`src/rtl/ascii_uart_pkg.sv`:
```
// Shared types and constants for the ASCII UART transmitter.
// Optional even-parity bit is enabled by defining ASCII_UART_TX_PARITY_EN.
package ascii_uart_pkg;

  typedef enum logic [2:0] {
    StIdle,
    StStart,
    StData,
`ifdef ASCII_UART_TX_PARITY_EN
    StParity,
`endif
    StStop
  } state_e;

  localparam int unsigned DataBits   = 8;
  localparam logic        StartLevel = 1'b0;
  localparam logic        StopLevel  = 1'b1;

endpackage

```
`src/rtl/ascii_uart_fifo.sv`:
```
// Character buffer: power-of-two circular FIFO with registered fill count.
// full/empty derive only from the count register, never from push/pop.
module ascii_uart_fifo #(
  parameter int unsigned Depth = 4,
  parameter int unsigned Width = 8
) (
  input  logic                     clk,
  input  logic                     rst_n,
  input  logic                     push,
  input  logic [Width-1:0]         wdata,
  input  logic                     pop,
  output logic [Width-1:0]         rdata,
  output logic                     full,
  output logic                     empty,
  output logic [$clog2(Depth):0]   count
);

  localparam int unsigned PtrW   = $clog2(Depth);
  localparam int unsigned CountW = PtrW + 1;

  logic [Width-1:0]  mem_q [Depth];
  logic [PtrW-1:0]   wr_ptr_q, rd_ptr_q;
  logic [CountW-1:0] count_q;
  logic              do_push, do_pop;

  assign full    = (count_q == CountW'(Depth));
  assign empty   = (count_q == '0);
  assign count   = count_q;
  assign rdata   = mem_q[rd_ptr_q];
  assign do_push = push && !full;
  assign do_pop  = pop && !empty;

  always_ff @(posedge clk or negedge rst_n) begin
    if (!rst_n) begin
      wr_ptr_q <= '0;
      rd_ptr_q <= '0;
      count_q  <= '0;
    end else begin
      if (do_push) wr_ptr_q <= wr_ptr_q + PtrW'(1);
      if (do_pop)  rd_ptr_q <= rd_ptr_q + PtrW'(1);
      unique case ({do_push, do_pop})
        2'b10:   count_q <= count_q + CountW'(1);
        2'b01:   count_q <= count_q - CountW'(1);
        default: count_q <= count_q;
      endcase
    end
  end

  // Storage needs no reset; the pointers define what is valid.
  always_ff @(posedge clk) begin
    if (do_push) mem_q[wr_ptr_q] <= wdata;
  end

endmodule

```
`src/rtl/ascii_uart_tx.sv`:
```
// Buffered UART transmitter: 8N1 frames, or 8E1 when ASCII_UART_TX_PARITY_EN is defined.
// Back-to-back frames leave no idle gap; tx is driven from a register.
module ascii_uart_tx
  import ascii_uart_pkg::*;
#(
  parameter int unsigned CLKS_PER_BIT = 16,
  parameter int unsigned FIFO_DEPTH   = 4
) (
  input  logic       clk,
  input  logic       rst_n,
  input  logic [7:0] in_data,
  input  logic       in_valid,
  output logic       in_ready,
  output logic       tx,
  output logic       busy
);

  localparam int unsigned CntW     = (CLKS_PER_BIT > 1) ? $clog2(CLKS_PER_BIT) : 1;
  localparam logic [CntW-1:0] BaudLast = CntW'(CLKS_PER_BIT - 1);

  state_e                      state_q, state_d;
  logic [CntW-1:0]             baud_q, baud_d;
  logic [2:0]                  bit_q, bit_d;
  logic [7:0]                  shift_q, shift_d;
  logic                        tx_q, tx_d;
  logic                        baud_last;
  logic                        pop;
  logic [7:0]                  fifo_rdata;
  logic                        fifo_full, fifo_empty;
  logic [$clog2(FIFO_DEPTH):0] fifo_count;

  ascii_uart_fifo #(
    .Depth (FIFO_DEPTH),
    .Width (8)
  ) u_fifo (
    .clk   (clk),
    .rst_n (rst_n),
    .push  (in_valid && in_ready),
    .wdata (in_data),
    .pop   (pop),
    .rdata (fifo_rdata),
    .full  (fifo_full),
    .empty (fifo_empty),
    .count (fifo_count)
  );

  assign in_ready  = !fifo_full;
  assign busy      = (state_q != StIdle) || (fifo_count != '0);
  assign tx        = tx_q;
  assign baud_last = (baud_q == BaudLast);

  always_comb begin
    state_d = state_q;
    baud_d  = baud_q + CntW'(1);
    bit_d   = bit_q;
    shift_d = shift_q;
    pop     = 1'b0;
    unique case (state_q)
      StIdle: begin
        baud_d = '0;
        if (!fifo_empty) begin
          state_d = StStart;
          pop     = 1'b1;
          shift_d = fifo_rdata;
        end
      end
      StStart: begin
        if (baud_last) begin
          state_d = StData;
          baud_d  = '0;
          bit_d   = '0;
        end
      end
      StData: begin
        if (baud_last) begin
          baud_d = '0;
          bit_d  = bit_q + 3'd1;
          if (bit_q == 3'(DataBits - 1)) begin
`ifdef ASCII_UART_TX_PARITY_EN
            state_d = StParity;
`else
            state_d = StStop;
`endif
          end
        end
      end
`ifdef ASCII_UART_TX_PARITY_EN
      StParity: begin
        if (baud_last) begin
          state_d = StStop;
          baud_d  = '0;
        end
      end
`endif
      StStop: begin
        if (baud_last) begin
          baud_d = '0;
          // Chain straight into the next start bit when more data is waiting.
          if (!fifo_empty) begin
            state_d = StStart;
            pop     = 1'b1;
            shift_d = fifo_rdata;
          end else begin
            state_d = StIdle;
          end
        end
      end
      default: begin
        state_d = StIdle;
        baud_d  = '0;
      end
    endcase
  end

  // Line level follows the state being entered so tx changes on the same edge as the state.
  always_comb begin
    tx_d = StopLevel;
    case (state_d)
      StStart:  tx_d = StartLevel;
      StData:   tx_d = shift_d[bit_d];
`ifdef ASCII_UART_TX_PARITY_EN
      StParity: tx_d = ^shift_d;
`endif
      default:  tx_d = StopLevel;
    endcase
  end

  always_ff @(posedge clk or negedge rst_n) begin
    if (!rst_n) begin
      state_q <= StIdle;
      baud_q  <= '0;
      bit_q   <= '0;
      shift_q <= '0;
      tx_q    <= StopLevel;
    end else begin
      state_q <= state_d;
      baud_q  <= baud_d;
      bit_q   <= bit_d;
      shift_q <= shift_d;
      tx_q    <= tx_d;
    end
  end

endmodule
```
`config.mk`:
```
export PLATFORM = sky130hd
export DESIGN_NAME = ascii_uart_tx
export DESIGN_NICKNAME = d
export VERILOG_FILES = /design/src/rtl/ascii_uart_pkg.sv /design/src/rtl/ascii_uart_fifo.sv /design/src/rtl/ascii_uart_tx.sv
export SDC_FILE = /design/constraint.sdc
export NUM_CORES = 1
export LEC_CHECK = 0
export BUFFER_PORTS_ARGS = -buffer_cell sky130_fd_sc_hd__buf_2
export CAP_MARGIN = 20
export CORE_ASPECT_RATIO = 1.5
export CORE_MARGIN = 4
export CORE_UTILIZATION = 54
export DETAILED_ROUTE_END_ITERATION = 8
export PLACE_DENSITY = 0.85
export SETUP_SLACK_MARGIN = 0.1
export SLEW_MARGIN = 30
export SYNTH_ARGS = -nofsm -noshare
export SYNTH_HDL_FRONTEND = slang
export SYNTH_SLANG_ARGS = --single-unit
export TNS_END_PERCENT = 1
```
`constraint.sdc`:
```
create_clock -name clk -period 2.5 [get_ports clk]
set_input_delay 0.25 -clock clk [delete_from_list [all_inputs] [get_ports clk]]
set_output_delay 0.25 -clock clk [all_outputs]
set_load 0.05 [all_outputs]
```
==> metrics.txt, run 1 <==
number of antenna cells inserted 0; Hold Crit Class input port to flop; Peak Freq 398 MHz; Initial Util 56.8%; worst path bufs/invs 2; post-route setup TNS -0.0146 ns; DRT iter0 DRCs 120; vias in the first global route 1477; CP delay by family, top compound AO/OA/AOI/OAI gates; CTS Buf Count 9; crit path capture type flop; critical path, cell by cell ha_4 -> nand4_4 -> a2111oi_4 -> clkbuf_16 -> buf_12 -> mux2_4 -> mux2_4 -> a31o_1 -> a311o_1; CP dominant cell by count mux2_4; final critical-path share of the clock period 101%; Synth top area share 36.7%; htree depth 3; die area 6060 um^2; via count 1454; Worst-Skew Late Latency 0.32 ns; sequential share of the synthesized area 61.5%; CTS Sinks 58; Multi-input gate area 951 um^2; ys async rst share 44.8%; Cells after Synth 175; most frequent cell after synthesis edfxtp_1; clock skew 0.00628 ns; cell accounting for the most synthesized area edfxtp_1; Worst Path Required 2.74 ns; Synth top cells by count edfxtp_1, dfrtp_1, nand2_1, ha_1, inv_1; ratio of cells with drive above 1 in the final layout 29.9%; maxcap violations 0; Switching Fraction 29.3%; CTS root buf clkbuf_8; Pwr Density 1000 nW/um^2; vias per cell 5.29; status complete, but fails checks; TritonCTS clock tree yes; violated checks negative setup slack; Worst Path Max Fanout 5; Final min period 2.51 ns; final hold vios 0; ys flop type edfxtp_1; area of the mapped netlist 2620 um^2; Final #Nets 227; Slew Limit Fails 0; num rows 30; layout overhead on the synthesized area 17.2%; critical path startpoint category flop; DRC viols 0; Synth Area per Inst 15.0 um^2; DR pass1 iterations 4; Leakage 1.24 nW; combinational share of power 28.9%; synthesized flop and latch total 58; crit-path max cell delay 0.41 ns; I/O pins 14; post-layout util 66.5%; DP HPWL 2860 um; Peak VDD IR 0.000620 V; global-route wire length before repair 6870 um; gr usage total 15.1%; # port buffers 13; fillcell total 324; crit path max-delay cell type a2111oi_4; clock group share of total power 24.9%; routed wire length 4110 um; CP arrival 2.76 ns; total congestion overflow 0; WL/cell 14.9 um; die width 64.9 um; final setup vio count 1; Fin Hold WS 0.143 ns; RSZ-0062 raised after global routing yes; Flop pwr share 46.2%; Netlist cell types 43; Core Footprint 4620 um^2; Synthesized Nets 196; Internal 2.18 mW; Post-synth EDFFs 32; Worst Tran Pin Value 0.569 ns; die height 93.3 um; max_slew headroom 62.1%; sw power 901 uW; Final Wtd Congestion 0.775; Worst-path clk slew 0.06 ns; initial antenna violation count 0; combined flip-flop and latch cell area 1610 um^2; Worst Setup Path Type flop to flop; Synth warnings 0; post-route ant nets 0; clock buffer depth 2; Setup WS post-layout -0.0146 ns; pin count of the biggest net entering global routing 27; Synth area leaders edfxtp_1, dfrtp_1, mux4_2, ha_1, mux2_2
power groups by stage:
stage          Clock (mW)  Combinational [mW]  Sequential (mW)
2_1_floorplan           0               0.714             1.38
3_3_place_gp            0               0.836             1.43
3_5_place_dp            0               0.853             1.45
4_1_cts             0.791               0.859             1.43
5_1_grt             0.836               0.995             1.46
6_report            0.766               0.890             1.42
state kept, by name (all words and copies together) (netlist names):
register,cells
shift_q,8
u_fifo.rd_ptr_q,2
bit_q,3
tx,1
u_fifo.mem_q,32
baud_q,4
u_fifo.wr_ptr_q,2
u_fifo.count,3
state_q,3
routing by layer:
metal | vias to the layer above | part of all wire (%) | track usage, %
li1 | 718 | - | -
met1 | 716 | 43 | 18.4
met2 | 15 | 53 | 24.9
met3 | 5 | 3.1 | 4.45
met4 | 0 | 1.0 | 6.35
met5 | - | 0 | 0
layout make-up:
| class | count | area share (%) |
|---|---|---|
| timing repair buffer | 28 | 6.84 |
| clock inverter | 2 | 0.326 |
| multi-input combinational | 100 | 31.0 |
| tap | 64 | 2.61 |
| clock buffer | 14 | 5.66 |
| inverter | 9 | 1.10 |
| sequential | 58 | 52.5 |
what timing repair did:
action                                 4_1_cts  5_1_grt
pin swaps                                    1        4
setup endpoints to repair                    2        2
hold buffers                                 1        0
endpoints found under the hold margin       25        0
buffers inserted                             0        7
resized for setup                            0        6
worst paths after layout:
kind | slack [ns] | startpoint | depth (start not counted) | end
hold reg to reg | 0.50 | shift_q[7]$_DFF_PN0_ | 1 | shift_q[7]$_DFF_PN0_
setup reg to reg | -0.01 | baud_q[1]$_DFF_PN0_ | 9 | tx$_DFF_PN1_
setup / recovery | -0.01 | baud_q[1]$_DFF_PN0_ | 9 | tx$_DFF_PN1_
max in group asynchronous | 1.67 | rst_n | 2 | tx$_DFF_PN1_
min in group asynchronous | 0.45 | rst_n | 2 | state_q[0]$_DFF_PN0_
hold / removal | 0.14 | in_data[1] | 1 | u_fifo.mem_q[0][1]$_DFFE_PP_
stage by stage:
step	setup slack [ns]	area, um^2	instances	total power [mW]
floorplan	0.0769	2630	175	2.09
global placement	0.111	2780	251	2.27
detailed placement	0.0618	2780	251	2.30
CTS	0.108	2980	268	3.08
global route	-0.113	3070	275	3.29
finish	-0.0146	3070	275	3.08
cell usage in the layout, fill, tap and decap left out, types with 4 or more instances in the layout:
cell | Yosys | routed
mux2_2 | 7 | 6
inv_1 | 8 | 8
nand2_1 | 10 | 10
ha_1 | 9 | 8
a21oi_1 | 5 | 5
a31oi_1 | 4 | 4
buf_4 | 0 | 11
edfxtp_1 | 32 | 32
buf_2 | 1 | 13
xnor2_1 | 4 | 4
and3_1 | 5 | 5
mux4_2 | 7 | 7
mux2i_1 | 5 | 5
clkbuf_8 | 0 | 10
dfrtp_1 | 25 | 25
nor2_1 | 7 | 7
kinds of logic after synthesis:
group / count (synthesis) / synth area share, %
flops: 58 / 61.5
simple gates: 39 / 8.31
mux: 22 / 13.1
compound gates: 21 / 6.21
buf+inv: 17 / 3.34
fa+ha+maj: 10 / 5.06
xor+xnor: 7 / 2.34
other cells: 1 / 0.143
Power figures use the tool's default switching activity.
==> run 2: changes to the inputs <==
ABC_AREA = 1   (was unset)
PLACE_DENSITY = 0.84   (was 0.85)
==> run 2 against run 1 <==
Compared with the run above:
- the run now ends clean
- utilization shrank 2.3 points
- hold slack lost 0.014 ns
- sequential share of layout area is 0.70 points lower
- register-to-register slack better by 0.29 ns
- clock power up 18%
- setup slack improved by 0.29 ns
- critical path type unchanged
- critical endpoint is now u_fifo.count[2]$_DFFE_PN0P_
==> metrics.txt, run 2 <==
Total Power 3.41 mW (was 3.08 mW); Synth Area per Inst 9.91 um^2 (was 15.0 um^2); I/O pins 14 (unchanged); Peak VDD IR 0.000880 V (was 0.000620 V); reg2reg setup slack 0.28 ns (was -0.01 ns); RSZ-0062 raised after global routing no (was yes); post-route ant nets 0 (unchanged); Pwr Density 1090 nW/um^2 (was 1000 nW/um^2); Cells after DPL 355 (was 251); final setup vio count 0 (was 1); Peak Freq 450 MHz (was 398 MHz); Worst Path Required 2.71 ns (was 2.74 ns); reg2reg path depth 11 (was 9); CTS Sinks 58 (unchanged); Synth top area share 35.2% (was 36.7%); CP arrival 2.43 ns (was 2.76 ns); DR pass1 iterations 5 (was 4); number of antenna cells inserted 0 (unchanged); most common cell after layout, fill and taps aside nand2_1 (was edfxtp_1); Multi-input gate area 985 um^2 (was 951 um^2); cell accounting for the most synthesized area edfxtp_1 (unchanged); commonest non-fill, non-tap cells in the layout nand2_1, nor2_1, edfxtp_1, nand3_1, inv_1 (was edfxtp_1, dfrtp_1, buf_2, buf_4); Post-synth EDFFs 32 (unchanged); ratio of cells with drive above 1 in the final layout 17.0% (was 29.9%); final hold vios 0 (unchanged); combined flip-flop and latch cell area 1610 um^2 (unchanged); layout overhead on the synthesized area 14.2% (was 17.2%); WHS Endpoint u_fifo.mem_q[0][5]$_DFFE_PP_ (was u_fifo.mem_q[0][1]$_DFFE_PP_); TritonCTS clock tree yes (unchanged); Hold Crit Class input port to flop (unchanged); Leakage 1.43 nW (was 1.24 nW); critical path, cell by cell ha_2 -> nand2_1 -> nor2_4 -> nand3_4 -> nand2_8 -> ha_1 -> inv_1 -> fa_1 -> a21oi_1 -> o21ai_0 -> xor2_1 (was ha_4 -> nand4_4 -> a2111oi_4 -> clkbuf_16 -> buf_12 -> mux2_4 -> mux2_4 -> a31o_1 -> a311o_1); # port buffers 13 (unchanged); Final Wtd Congestion 0.791 (was 0.775); Worst Tran Pin Value 0.580 ns (was 0.569 ns); Hold Path Stages 1 (unchanged); pre-CTS setup slack 0.245 ns (was 0.0618 ns); area post-placement 2890 um^2 (was 2780 um^2); Fin Hold WS 0.129 ns (was 0.143 ns); DRT iter0 DRCs 83 (was 120); area of the mapped netlist 2730 um^2 (was 2620 um^2); Core Footprint 4850 um^2 (was 4620 um^2); die height 95.0 um (was 93.3 um); post-route setup TNS 0 ns (was -0.0146 ns); Netlist cell types 29 (was 43); CTS Buf Count 9 (unchanged); fin cells 372 (was 275); WL/cell 12.8 um (was 14.9 um); global-route wire length before repair 8360 um (was 6870 um); status completed (was complete, but fails checks); DRC viols 0 (unchanged); via count 1910 (was 1454); vias in the first global route 1976 (was 1477); routed wire length 4780 um (was 4110 um); vias per cell 5.13 (was 5.29); ys flop type edfxtp_1 (unchanged); post-layout util 64.2% (was 66.5%); clock buffer depth 2 (unchanged); synthesized flop and latch total 58 (unchanged); Worst-path clk slew 0.06 ns (about the same); DP HPWL 3370 um (was 2860 um); Synth warnings 0 (unchanged); r2r startpoint baud_q[0]$_DFF_PN0_ (was baud_q[1]$_DFF_PN0_); final critical-path share of the clock period 88.8% (was 101%); total congestion overflow 0 (unchanged); maxcap violations 0 (unchanged); htree depth 3 (unchanged); max_slew headroom 61.3% (was 62.1%); Worst Path Max Fanout 10 (was 5); gr usage total 17.8% (was 15.1%); max reg flops 32 (unchanged); Worst Setup Path Type flop to flop (unchanged); largest registers u_fifo.mem_q x32, shift_q x8, baud_q x4 (unchanged); crit-path max cell delay 0.38 ns (was 0.41 ns); Final #Nets 322 (was 227); CP delay by family, top adder cells (was compound AO/OA/AOI/OAI gates); critical path startpoint category flop (unchanged); Setup WS post-layout 0.280 ns (was -0.0146 ns); ys async rst share 44.8% (unchanged); FF-to-FF End u_fifo.count[2]$_DFFE_PN0P_ (was tx$_DFF_PN1_); num rows 31 (was 30); die width 66.0 um (was 64.9 um); CTS root buf clkbuf_8 (unchanged); Slew Limit Fails 0 (unchanged); Design Area, Final 3110 um^2 (was 3070 um^2); crit path capture type flop (unchanged); worst path bufs/invs 1 (was 2); Synth top cells by count nand2_1, nor2_1, edfxtp_1, nand3_1, inv_1 (was edfxtp_1, dfrtp_1, nand2_1, ha_1, inv_1); Synth area leaders edfxtp_1, dfrtp_1, nand2_1, nand3_1, nor2_1 (was edfxtp_1, dfrtp_1, mux4_2, ha_1, mux2_2); register with the highest flop count u_fifo.mem_q (unchanged); Final min period 2.22 ns (was 2.51 ns); fillcell total 377 (was 324); Synthesized Nets 296 (was 196); Initial Util 56.2% (was 56.8%); die area 6270 um^2 (was 6060 um^2); initial antenna violation count 0 (unchanged); Worst-Skew Late Latency 0.33 ns (was 0.32 ns); pin count of the biggest net entering global routing 27 (unchanged); sequential share of the synthesized area 59.2% (was 61.5%); most frequent cell after synthesis nand2_1 (was edfxtp_1); hold path start in_data[5] (was in_data[1]); clock skew 0.00419 ns (was 0.00628 ns); crit path max-delay cell type dfrtp_1 (was a2111oi_4); Cells after Synth 275 (was 175)
-- run 2: cell types whose count changed after synthesis, moves of 8 or more --
| cell | previous run | this run |
|---|---|---|
| nand2_2 | 0 | 8 |
| nand3_1 | 2 | 30 |
| nor2_1 | 7 | 37 |
| o21ai_0 | 3 | 17 |
| inv_1 | 8 | 29 |
| nand2_1 | 10 | 58 |
-- run 2: kinds of logic after synthesis --
group / Yosys count / synth area share (%)
xor gates and xnor gates: 6 / 1.93
adders and majority gates: 10 / 4.86
and+or+nand+nor: 144 / 24.4
AOI/OAI and AO/OA: 22 / 4.31
buffers and inverters: 34 / 5.19
other: 1 / 0.138
DFF: 58 / 59.2
-- run 2: area by class of cell --
class	instances	share of cell area, %
inverters	30	3.62
well taps	66	2.65
repair buffers	19	3.62
clock buffers	9	3.98
flip-flops and latches	58	51.8
multi-input cells	183	31.6
clock inverters	7	2.69
-- run 2: worst max path at each step --
| stage | start | to | slack [ns] | cells past startpoint |
|---|---|---|---|---|
| finish | baud_q[0]$_DFF_PN0_ | u_fifo.count[2]$_DFFE_PN0P_ | 0.28 | 11 |
| floorplan | u_fifo.count[0]$_DFFE_PN0P_ | u_fifo.count[2]$_DFFE_PN0P_ | 0.32 | 9 |
| global placement | baud_q[0]$_DFF_PN0_ | u_fifo.count[2]$_DFFE_PN0P_ | 0.31 | 11 |
| detailed placement | baud_q[0]$_DFF_PN0_ | u_fifo.count[2]$_DFFE_PN0P_ | 0.25 | 11 |
| CTS | baud_q[0]$_DFF_PN0_ | u_fifo.count[2]$_DFFE_PN0P_ | 0.24 | 11 |
| global route | baud_q[0]$_DFF_PN0_ | u_fifo.count[2]$_DFFE_PN0P_ | 0.11 | 11 |
-- run 2: timing repair --
action / in CTS / in global routing
setup buffers: 0 / 0
hold buffers: 1 / 0
setup endpoints to repair: 0 / 1
hold endpoints to repair: 25 / 0
gates resized for setup: 0 / 2
-- run 2: layer usage --
metal  vias up  share of wire [%]  global-route usage [%]
met4         0                2.0                    9.32
li1        952                  -                       -
met5         -                  0                       0
met2        42                 56                    32.3
met3        10                3.6                    4.72
met1       906                 38                    18.5
-- run 2: where the power goes --
part | internal (mW) | total (mW) | switching (mW)
registers | 1.28 | 1.40 | 0.124
logic | 0.369 | 1.10 | 0.735
clock network | 0.548 | 0.902 | 0.354
total | 2.19 | 3.41 | 1.21
==> run 3: changes to the inputs <==
PLACE_DENSITY = 0.82   (was 0.84)
==> run 3 against run 2 <==
Compared with the run above:
- sequential share of layout area barely moved
- flip-flop and latch count did not move
- setup slack got worse by 0.012 ns
- total power fell by 1.1%
- cell area barely moved
==> metrics.txt, run 3 (synthesis results as in run 2) <==
status completed (unchanged); post-route setup TNS 0 ns (unchanged); clock buffer depth 2 (unchanged); via count 1861 (was 1910); final hold vios 0 (unchanged); TritonCTS clock tree yes (unchanged); final setup vio count 0 (unchanged); DRT iter0 DRCs 73 (was 83); Worst-path clk slew 0.07 ns (was 0.06 ns); Setup WS post-layout 0.268 ns (was 0.280 ns); final critical-path share of the clock period 89.3% (was 88.8%); DRC viols 0 (unchanged); combined flip-flop and latch cell area 1610 um^2 (unchanged); Cells after DPL 355 (unchanged); layout overhead on the synthesized area 14.3% (was 14.2%); total congestion overflow 0 (unchanged); WL/cell 12.7 um (was 12.8 um); pin count of the biggest net entering global routing 27 (unchanged); gr usage total 17.9% (was 17.8%); # port buffers 13 (unchanged); commonest non-fill, non-tap cells in the layout nand2_1, nor2_1, edfxtp_1, nand3_1, inv_1 (unchanged); CTS root buf clkbuf_8 (unchanged); Worst Path Required 2.72 ns (was 2.71 ns); fillcell total 404 (was 377); number of antenna cells inserted 0 (unchanged); Multi-input gate area 985 um^2 (unchanged); post-route ant nets 0 (unchanged); most common cell after layout, fill and taps aside nand2_1 (unchanged); critical path startpoint category flop (unchanged); clock skew 0.00931 ns (was 0.00419 ns); CP arrival 2.46 ns (was 2.43 ns); vias per cell 4.99 (was 5.13); maxcap violations 0 (unchanged); Design Area, Final 3120 um^2 (was 3110 um^2); die width 66.0 um (unchanged); register with the highest flop count u_fifo.mem_q (unchanged); Pwr Density 1080 nW/um^2 (was 1090 nW/um^2); Slew Limit Fails 0 (unchanged); Peak Freq 448 MHz (was 450 MHz); RSZ-0062 raised after global routing no (unchanged); I/O pins 14 (unchanged); max_slew headroom 61.3% (about the same); htree depth 3 (unchanged); global-route wire length before repair 8110 um (was 8360 um); Worst-Skew Late Latency 0.34 ns (was 0.33 ns); vias in the first global route 1859 (was 1976); fin cells 373 (was 372); pre-CTS setup slack 0.209 ns (was 0.245 ns); Worst Path Max Fanout 10 (unchanged); largest registers u_fifo.mem_q x32, shift_q x8, baud_q x4 (unchanged); Total Power 3.37 mW (was 3.41 mW); Final min period 2.23 ns (was 2.22 ns); Peak VDD IR 0.000826 V (was 0.000880 V); die height 95.0 um (unchanged); Worst Setup Path Type flop to flop (unchanged); Final #Nets 323 (was 322); Leakage 1.43 nW (about the same); Worst Tran Pin Value 0.581 ns (was 0.580 ns); CTS Sinks 58 (unchanged); num rows 31 (unchanged); Initial Util 56.2% (unchanged); CTS Buf Count 9 (unchanged); die area 6270 um^2 (unchanged); Final Wtd Congestion 0.810 (was 0.791); max reg flops 32 (unchanged); area post-placement 2890 um^2 (unchanged); Hold Crit Class input port to flop (unchanged); initial antenna violation count 0 (unchanged); DR pass1 iterations 4 (was 5); Core Footprint 4850 um^2 (unchanged); crit path capture type flop (unchanged); DP HPWL 3370 um (about the same); reg2reg setup slack 0.27 ns (was 0.28 ns); ratio of cells with drive above 1 in the final layout 18.2% (was 17.0%); routed wire length 4750 um (was 4780 um)
run 3: layer usage:
metal / track usage, % / wire length (um)
met2: 30.5 / 2570
met1: 19.6 / 1870
met5: 0 / 0
met4: 12.7 / 188
met3: 3.54 / 120
run 3: critical path, cell delays in order, from the launching register on:
cell and delay (ns):
dfrtp_1 0.36, ha_2 0.20, nand2_1 0.10, nor2_4 0.14, nand3_4 0.16, nand2_8 0.15, ha_1 0.15, inv_1 0.07
fa_1 0.38, a21oi_1 0.14, o21ai_0 0.12, xor2_1 0.16
run 3: repair_timing:
action,CTS,global route
buffers inserted,0,1
endpoints found under the setup margin,0,1
gates resized for setup,0,2
hold buffers,1,0
hold endpoints to repair,25,0
run 3: worst paths after layout:
| check | from | end | depth (start not counted) |
|---|---|---|---|
| hold / removal | in_data[1] | u_fifo.mem_q[1][1]$_DFFE_PP_ | 1 |
| setup reg to reg | baud_q[0]$_DFF_PN0_ | u_fifo.count[2]$_DFFE_PN0P_ | 11 |
| setup / recovery | baud_q[0]$_DFF_PN0_ | u_fifo.count[2]$_DFFE_PN0P_ | 11 |
| min in group asynchronous | rst_n | u_fifo.count[1]$_DFFE_PN0P_ | 2 |
| hold reg to reg | u_fifo.count[0]$_DFFE_PN0P_ | u_fifo.count[0]$_DFFE_PN0P_ | 1 |
| max in group asynchronous | rst_n | shift_q[1]$_DFF_PN0_ | 2 |
run 3: final cells by class:
type	count	area share [%]
Clock buffer	9	3.98
Clock inverter	7	2.53
Inverter	30	3.61
Multi-Input combinational cell	183	31.6
Sequential cell	58	51.8
Tap cell	66	2.65
Timing Repair Buffer	20	3.86
run 3: per-stage QoR:
step,utilization [%],hold WS [ns]
global route,64.3,0.105
CTS,63.9,0.101
finish,64.3,0.116
floorplan,-,-0.0456
detailed placement,59.6,0.284
global placement,59.6,0.281
run 3: power breakdown:
group / internal (mW) / switching, mW / total (mW)
logic: 0.376 / 0.729 / 1.11
clock network: 0.465 / 0.393 / 0.859
registers: 1.28 / 0.132 / 1.41
total: 2.12 / 1.25 / 3.37
